--- src/rtl/axi_rd_arbiter.sv ---
// -----------------------------------------------------------------------------
// axi_rd_arbiter
//   Shares the core's single AXI read channel (AR/R) between NREQ cache-side
//   requesters. Requests are served round-robin with exactly one AXI read burst
//   in flight at a time. Read beats are forwarded combinationally to the
//   requester that owns the burst.
//
// Optional feature macro: LAIN_RD_ARB_PERF_EN
//   Defined  : per-requester 32-bit grant and wait-cycle counters are built.
//   Undefined: no counters; perf_grant_cnt / perf_wait_cnt are tied to 0.
//
// Ports
//   aclk, aresetn        clock, asynchronous active-low reset
//   req_valid/req_ready  per-requester request / one-cycle accept pulse
//   req_addr/len/size    packed per-requester burst descriptors
//   resp_valid           per-requester beat valid (granted requester only)
//   resp_data/last/err   broadcast beat data, last flag, error flag
//   ar_*                 AXI read address channel toward the bus
//   r_*                  AXI read data channel from the bus
//   perf_grant_cnt       packed per-requester grant counters
//   perf_wait_cnt        packed per-requester wait-cycle counters
// -----------------------------------------------------------------------------
module axi_rd_arbiter #(
  parameter int NREQ       = 2,
  parameter int ID_WIDTH   = 4,
  parameter int ADDR_WIDTH = 32,
  parameter int DATA_WIDTH = 32
) (
  input  logic                       aclk,
  input  logic                       aresetn,
  input  logic [NREQ-1:0]            req_valid,
  output logic [NREQ-1:0]            req_ready,
  input  logic [NREQ*ADDR_WIDTH-1:0] req_addr,
  input  logic [NREQ*4-1:0]          req_len,
  input  logic [NREQ*3-1:0]          req_size,
  output logic [NREQ-1:0]            resp_valid,
  output logic [DATA_WIDTH-1:0]      resp_data,
  output logic                       resp_last,
  output logic                       resp_err,
  output logic [ID_WIDTH-1:0]        ar_id,
  output logic [ADDR_WIDTH-1:0]      ar_addr,
  output logic [3:0]                 ar_len,
  output logic [2:0]                 ar_size,
  output logic [1:0]                 ar_burst,
  output logic                       ar_valid,
  input  logic                       ar_ready,
  input  logic [ID_WIDTH-1:0]        r_id,
  input  logic [DATA_WIDTH-1:0]      r_data,
  input  logic [1:0]                 r_resp,
  input  logic                       r_last,
  input  logic                       r_valid,
  output logic                       r_ready,
  output logic [NREQ*32-1:0]         perf_grant_cnt,
  output logic [NREQ*32-1:0]         perf_wait_cnt
);

  localparam int IDX_W = (NREQ > 1) ? $clog2(NREQ) : 1;

  localparam logic [1:0] ST_IDLE = 2'd0;
  localparam logic [1:0] ST_AR   = 2'd1;
  localparam logic [1:0] ST_DATA = 2'd2;

  logic [1:0]            state_r;
  logic [IDX_W-1:0]      rr_ptr_r;
  logic [IDX_W-1:0]      grant_r;
  logic [ID_WIDTH-1:0]   ar_id_r;
  logic [ADDR_WIDTH-1:0] ar_addr_r;
  logic [3:0]            ar_len_r;
  logic [2:0]            ar_size_r;
  logic                  ar_valid_r;
  logic                  r_ready_r;

  logic                  win_found_s;
  logic [IDX_W-1:0]      win_idx_s;
  logic [IDX_W-1:0]      cand_s;
  logic                  hit_s;
  logic [ADDR_WIDTH-1:0] win_addr_s;
  logic [3:0]            win_len_s;
  logic [2:0]            win_size_s;
  logic                  in_idle_s;
  logic                  beat_s;
  logic                  id_mismatch_s;

  // Next requester index, wrapping at NREQ (NREQ need not be a power of two).
  function automatic logic [IDX_W-1:0] wrap_inc(input logic [IDX_W-1:0] idx);
    logic [IDX_W-1:0] nxt;
    if (idx == IDX_W'(NREQ - 1)) begin
      nxt = '0;
    end else begin
      nxt = idx + IDX_W'(1);
    end
    return nxt;
  endfunction

  assign in_idle_s = (state_r == ST_IDLE);

  // Round-robin search: first pending requester at or after rr_ptr_r.
  always_comb begin
    win_found_s = 1'b0;
    win_idx_s   = '0;
    cand_s      = rr_ptr_r;
    hit_s       = 1'b0;
    for (int k = 0; k < NREQ; k++) begin
      hit_s       = ~win_found_s & req_valid[cand_s];
      win_idx_s   = hit_s ? cand_s : win_idx_s;
      win_found_s = win_found_s | hit_s;
      cand_s      = wrap_inc(cand_s);
    end
  end

  // Select the winning requester's burst descriptor.
  always_comb begin
    win_addr_s = '0;
    win_len_s  = 4'd0;
    win_size_s = 3'd0;
    for (int i = 0; i < NREQ; i++) begin
      win_addr_s = (win_idx_s == IDX_W'(i)) ? req_addr[i*ADDR_WIDTH +: ADDR_WIDTH] : win_addr_s;
      win_len_s  = (win_idx_s == IDX_W'(i)) ? req_len[i*4 +: 4] : win_len_s;
      win_size_s = (win_idx_s == IDX_W'(i)) ? req_size[i*3 +: 3] : win_size_s;
    end
  end

  // Accept pulse in IDLE and per-requester beat steering.
  always_comb begin
    req_ready  = '0;
    resp_valid = '0;
    for (int i = 0; i < NREQ; i++) begin
      req_ready[i]  = in_idle_s & win_found_s & (win_idx_s == IDX_W'(i));
      resp_valid[i] = beat_s & (grant_r == IDX_W'(i));
    end
  end

  // Transaction sequencing and capture of the AR fields at grant time.
  always_ff @(posedge aclk or negedge aresetn) begin
    if (!aresetn) begin
      state_r    <= ST_IDLE;
      rr_ptr_r   <= '0;
      grant_r    <= '0;
      ar_id_r    <= '0;
      ar_addr_r  <= '0;
      ar_len_r   <= 4'd0;
      ar_size_r  <= 3'd0;
      ar_valid_r <= 1'b0;
      r_ready_r  <= 1'b0;
    end else begin
      case (state_r)
        ST_IDLE: begin
          if (win_found_s) begin
            grant_r    <= win_idx_s;
            rr_ptr_r   <= wrap_inc(win_idx_s);
            ar_id_r    <= ID_WIDTH'(win_idx_s);
            ar_addr_r  <= win_addr_s;
            ar_len_r   <= win_len_s;
            ar_size_r  <= win_size_s;
            ar_valid_r <= 1'b1;
            state_r    <= ST_AR;
          end
        end
        ST_AR: begin
          // Fields stay frozen until the slave takes them.
          if (ar_ready) begin
            ar_valid_r <= 1'b0;
            r_ready_r  <= 1'b1;
            state_r    <= ST_DATA;
          end
        end
        ST_DATA: begin
          // Error beats do not abort; only the last beat ends the burst.
          if (r_valid && r_last) begin
            r_ready_r <= 1'b0;
            state_r   <= ST_IDLE;
          end
        end
        default: begin
          ar_valid_r <= 1'b0;
          r_ready_r  <= 1'b0;
          state_r    <= ST_IDLE;
        end
      endcase
    end
  end

  // r_ready_r is high exactly while a burst's data phase is open.
  assign beat_s        = r_ready_r & r_valid;
  assign id_mismatch_s = (r_id != ar_id_r);

  assign resp_data = r_data;
  assign resp_last = beat_s & r_last;
  assign resp_err  = beat_s & ((r_resp != 2'b00) | id_mismatch_s);

  assign ar_id    = ar_id_r;
  assign ar_addr  = ar_addr_r;
  assign ar_len   = ar_len_r;
  assign ar_size  = ar_size_r;
  assign ar_burst = 2'b01;
  assign ar_valid = ar_valid_r;
  assign r_ready  = r_ready_r;

`ifdef LAIN_RD_ARB_PERF_EN
  logic [31:0] grant_cnt_r [NREQ];
  logic [31:0] wait_cnt_r  [NREQ];

  // Grant and wait-cycle counters; both wrap naturally at 2^32.
  always_ff @(posedge aclk or negedge aresetn) begin
    if (!aresetn) begin
      for (int i = 0; i < NREQ; i++) begin
        grant_cnt_r[i] <= 32'd0;
        wait_cnt_r[i]  <= 32'd0;
      end
    end else begin
      for (int i = 0; i < NREQ; i++) begin
        if (req_ready[i]) begin
          grant_cnt_r[i] <= grant_cnt_r[i] + 32'd1;
        end
        if (req_valid[i] && !req_ready[i]) begin
          wait_cnt_r[i] <= wait_cnt_r[i] + 32'd1;
        end
      end
    end
  end

  for (genvar g = 0; g < NREQ; g++) begin : g_perf
    assign perf_grant_cnt[g*32 +: 32] = grant_cnt_r[g];
    assign perf_wait_cnt[g*32 +: 32]  = wait_cnt_r[g];
  end
`else
  assign perf_grant_cnt = '0;
  assign perf_wait_cnt  = '0;
`endif

endmodule

--- config.mk ---
export PLATFORM = sky130hd
export DESIGN_NAME = axi_rd_arbiter
export DESIGN_NICKNAME = d
export VERILOG_FILES = /design/src/rtl/axi_rd_arbiter.sv
export SDC_FILE = /design/constraint.sdc
export NUM_CORES = 1
export LEC_CHECK = 0
export BUFFER_PORTS_ARGS = -buffer_cell sky130_fd_sc_hd__buf_2
export CORE_AREA = 3 3 129 131
export DETAILED_ROUTE_END_ITERATION = 10
export DIE_AREA = 0 0 132 134
export PLACE_DENSITY = 0.52
export SETUP_SLACK_MARGIN = 0.4
export SLEW_MARGIN = 20
export SYNTH_ARGS = -nofsm -noshare
export SYNTH_HDL_FRONTEND = slang
export SYNTH_SLANG_ARGS = --single-unit
--- constraint.sdc ---
create_clock -name aclk -period 2.2 [get_ports aclk]
set_clock_uncertainty 0.2 [all_clocks]
set_input_delay 0.22 -clock aclk [delete_from_list [all_inputs] [get_ports aclk]]
set_output_delay 0.22 -clock aclk [all_outputs]
set_load 0.05 [all_outputs]
==> out/metrics.cfg <==
[final_layout]
layout.nets=612
final_layout_size_suffix_gt1_share_pct=35.5
layout_commonest_cell=buf_2
final_cell_mix=buf_2 (136), conb_1 (133), dfrtp_1 (43), and3_1 (41), dlygate4sd3_1 (40)
area_growth_pct=29.9

[floorplan]
initial_core_util_pct=20.9
die_w_um=132
ios=336
coreArea_sq_um=15700
die_h_um=134
row_count=46
die_area_sq_um=17700

[power]
irDropWorstVdd_uv=553
leakage_uw=0.00239
p_clk_share_pct=15.2
p_per_area_nw_per_um2=1520
swShare_pct=52.5
p_seq_share_pct=22.7
combinationalPowerShare_pct=62.1
p_sw_uw=3410
internal_power_uw=3090

[clock_tree]
clk_pin_slew_ns=0.06
cts_root_buf=clkbuf_16
cts_tree=yes
numCtsBuffers=5
insertion_delay_ns=0.29
htree_levels=2
cts.sinks=45
clockBufferDepth=2

[detailed_routing]
post_drt_wl_per_cell_um=13.9
drt-pass1-iter-count=4
drcViolationCount=0
via_per_inst=3.72
drt_iter0_drc=80
wirelength_um=9850
vias=2633
ant_nets=0

[min_path]
min_path_cells=4
worstHoldEndpoint=state_r[0]
min_path_type=in2reg
hp-start=ar_ready

[yosys]
synth_adder_area_share_pct=0
synth_top_family_by_area=buffers and inverters
ys_ff_latch=45
synth_warnings=0
synthMuxAreaShare_pct=0
syn_avg_cell_area_sq_um=9.74
synth-compound-area-share_pct=13.5
ys_seq_area_share_pct=34.3
ys_types=23
synthCells=337
synth_area_sq_um=3280
synth_xor_area_share_pct=0.267
synthSimpleGateAreaFrac_pct=10.5

[critical_path]
path_buf_inv=2
cp_slowest_cell=dfrtp_1
cp.arrival_ns=1.76
rrSetupSlack_ns=0.41
cp_cell_sequence=nand2b_1, and3_4, buf_6, buf_12, a221o_1
reg2reg_depth=5
critPathTopFamily=flip-flops
cp-start-kind=flop
slowest_delay_ns=0.43
worstPathMaxFanout=20
crit_type=reg2reg
critPathCaptureType=flop
crit_required_ns=2.17
timing.rr.start=rr_ptr_r
regToRegEndpoint=ar_addr[27]
critPathLaunch=rr_ptr_r

[timing]
setup_tns_ns=0
finalWorstPathRequiredPeriod_ns=1.79
min_period_over_period_pct=81.3
max_freq_mhz=559
hold_viol=0
rsz0062_at_grt=yes
slew_viol_final=0
setup_violations=0
setup_slack_ns=0.411

[place]
gp_congestion=0.691
place_ws_ns=0.321
portBuffers=138
hpwl_um=6810

[global_routing]
overflow=0
track_usage_pct=10.2
grt_pass1_vias=2411
antenna_found_initial=2
grt_pass1_wl_um=13800
grt_max_degree=44

[job]
max_cap_viol_count=0

[status]
status=complete, no violations

[metrics by stage]
stage | instance area [sq um] | hold WS, ns | std cells | util (%) | power [uW]
5_1_grt | 4260 | 0.0450 | 707 | 27.1 | 6860
4_1_cts | 4220 | 0.0102 | 702 | 26.8 | 6520
6_report | 4270 | 0.0302 | 708 | 27.1 | 6500
3_5_place_dp | 3520 | 0.00474 | 647 | 22.4 | 5170
2_1_floorplan | 3780 | -0.276 | 468 | - | 4630
3_3_place_gp | 3520 | 0.00579 | 647 | 22.4 | 5150
[registers in the layout (all words and copies together), names as in the netlist]
name,flops
ar_len,4
ar_size,3
grant_r,1
rr_ptr_r,1
state_r,2
ar_valid,1
r_ready,1
ar_addr,32
[logic make-up after synthesis]
group                  after synthesis
other                                2
AND/OR/NAND/NOR                     58
AO/OA/AOI/OAI                       48
XOR/XNOR                             1
buffers and inverters              183
flip-flops                          45
[layer usage]
layer	global-route usage [%]	vias up	wire, um
li1	-	1179	-
met2	17.0	195	4710
met5	0	-	13
met1	12.0	1239	3860
met4	3.21	2	154
met3	4.13	18	1120
[how the worst max path moves through the flow]
stage	to	slack, ns	depth (start not counted)
2_1_floorplan	resp_err	0.39	2
3_5_place_dp	req_ready[0]	0.32	4
3_3_place_gp	req_ready[0]	0.36	4
5_1_grt	ar_size[1]	0.36	5
4_1_cts	req_ready[0]	0.37	3
6_report	ar_addr[27]	0.41	5
[worst register-to-register path, stage by stage (launching register included)]
cell and delay [ns]:
dfrtp_1 0.43, nand2b_1 0.17, and3_4 0.19, buf_6 0.16
buf_12 0.16, a221o_1 0.36
[cell type report]
class | instances | area [sq um]
Multi-Input combinational cell | 240 | 1340
Tap cell | 216 | 270
Clock inverter | 3 | 65.1
Clock buffer | 5 | 125
Antenna cell | 2 | 5.00
Timing Repair Buffer | 197 | 1340
Sequential cell | 45 | 1130
Fill cell | 1736 | 11400
[synth_stat cells (all sizes together)]
cell	number	area share, %
a221o	39	12
dfrtp	45	34
a21oi	1	0.15
o21ai	4	0.61
nand2	7	0.80
and2	1	0.19
nand3b	2	0.46
conb	2	0.23
a21boi	1	0.23
and3	42	8.2
buf	175	40
nor3	1	0.15
xnor2	1	0.27
nand2b	1	0.19
clkbuf	8	0.91
a31oi	1	0.19
a21o	2	0.46
nor2	4	0.53
[power groups by stage]
| stage | clock network [uW] | registers [uW] | logic (uW) |
|---|---|---|---|
| 2_1_floorplan | 0 | 2730 | 1890 |
| 3_3_place_gp | 0 | 1500 | 3650 |
| 3_5_place_dp | 0 | 1490 | 3680 |
| 4_1_cts | 1050 | 1470 | 4000 |
| 5_1_grt | 1080 | 1540 | 4240 |
| 6_report | 990 | 1480 | 4040 |
[repair_timing]
item	in CTS	in global routing
cloned	1	0
endpoints found under the hold margin	55	0
setup buffers	6	4
gates resized for setup	10	4
pin swaps	3	2
endpoints found under the setup margin	2	30
hold buffers	40	0
(Power assumes the default switching activity.)
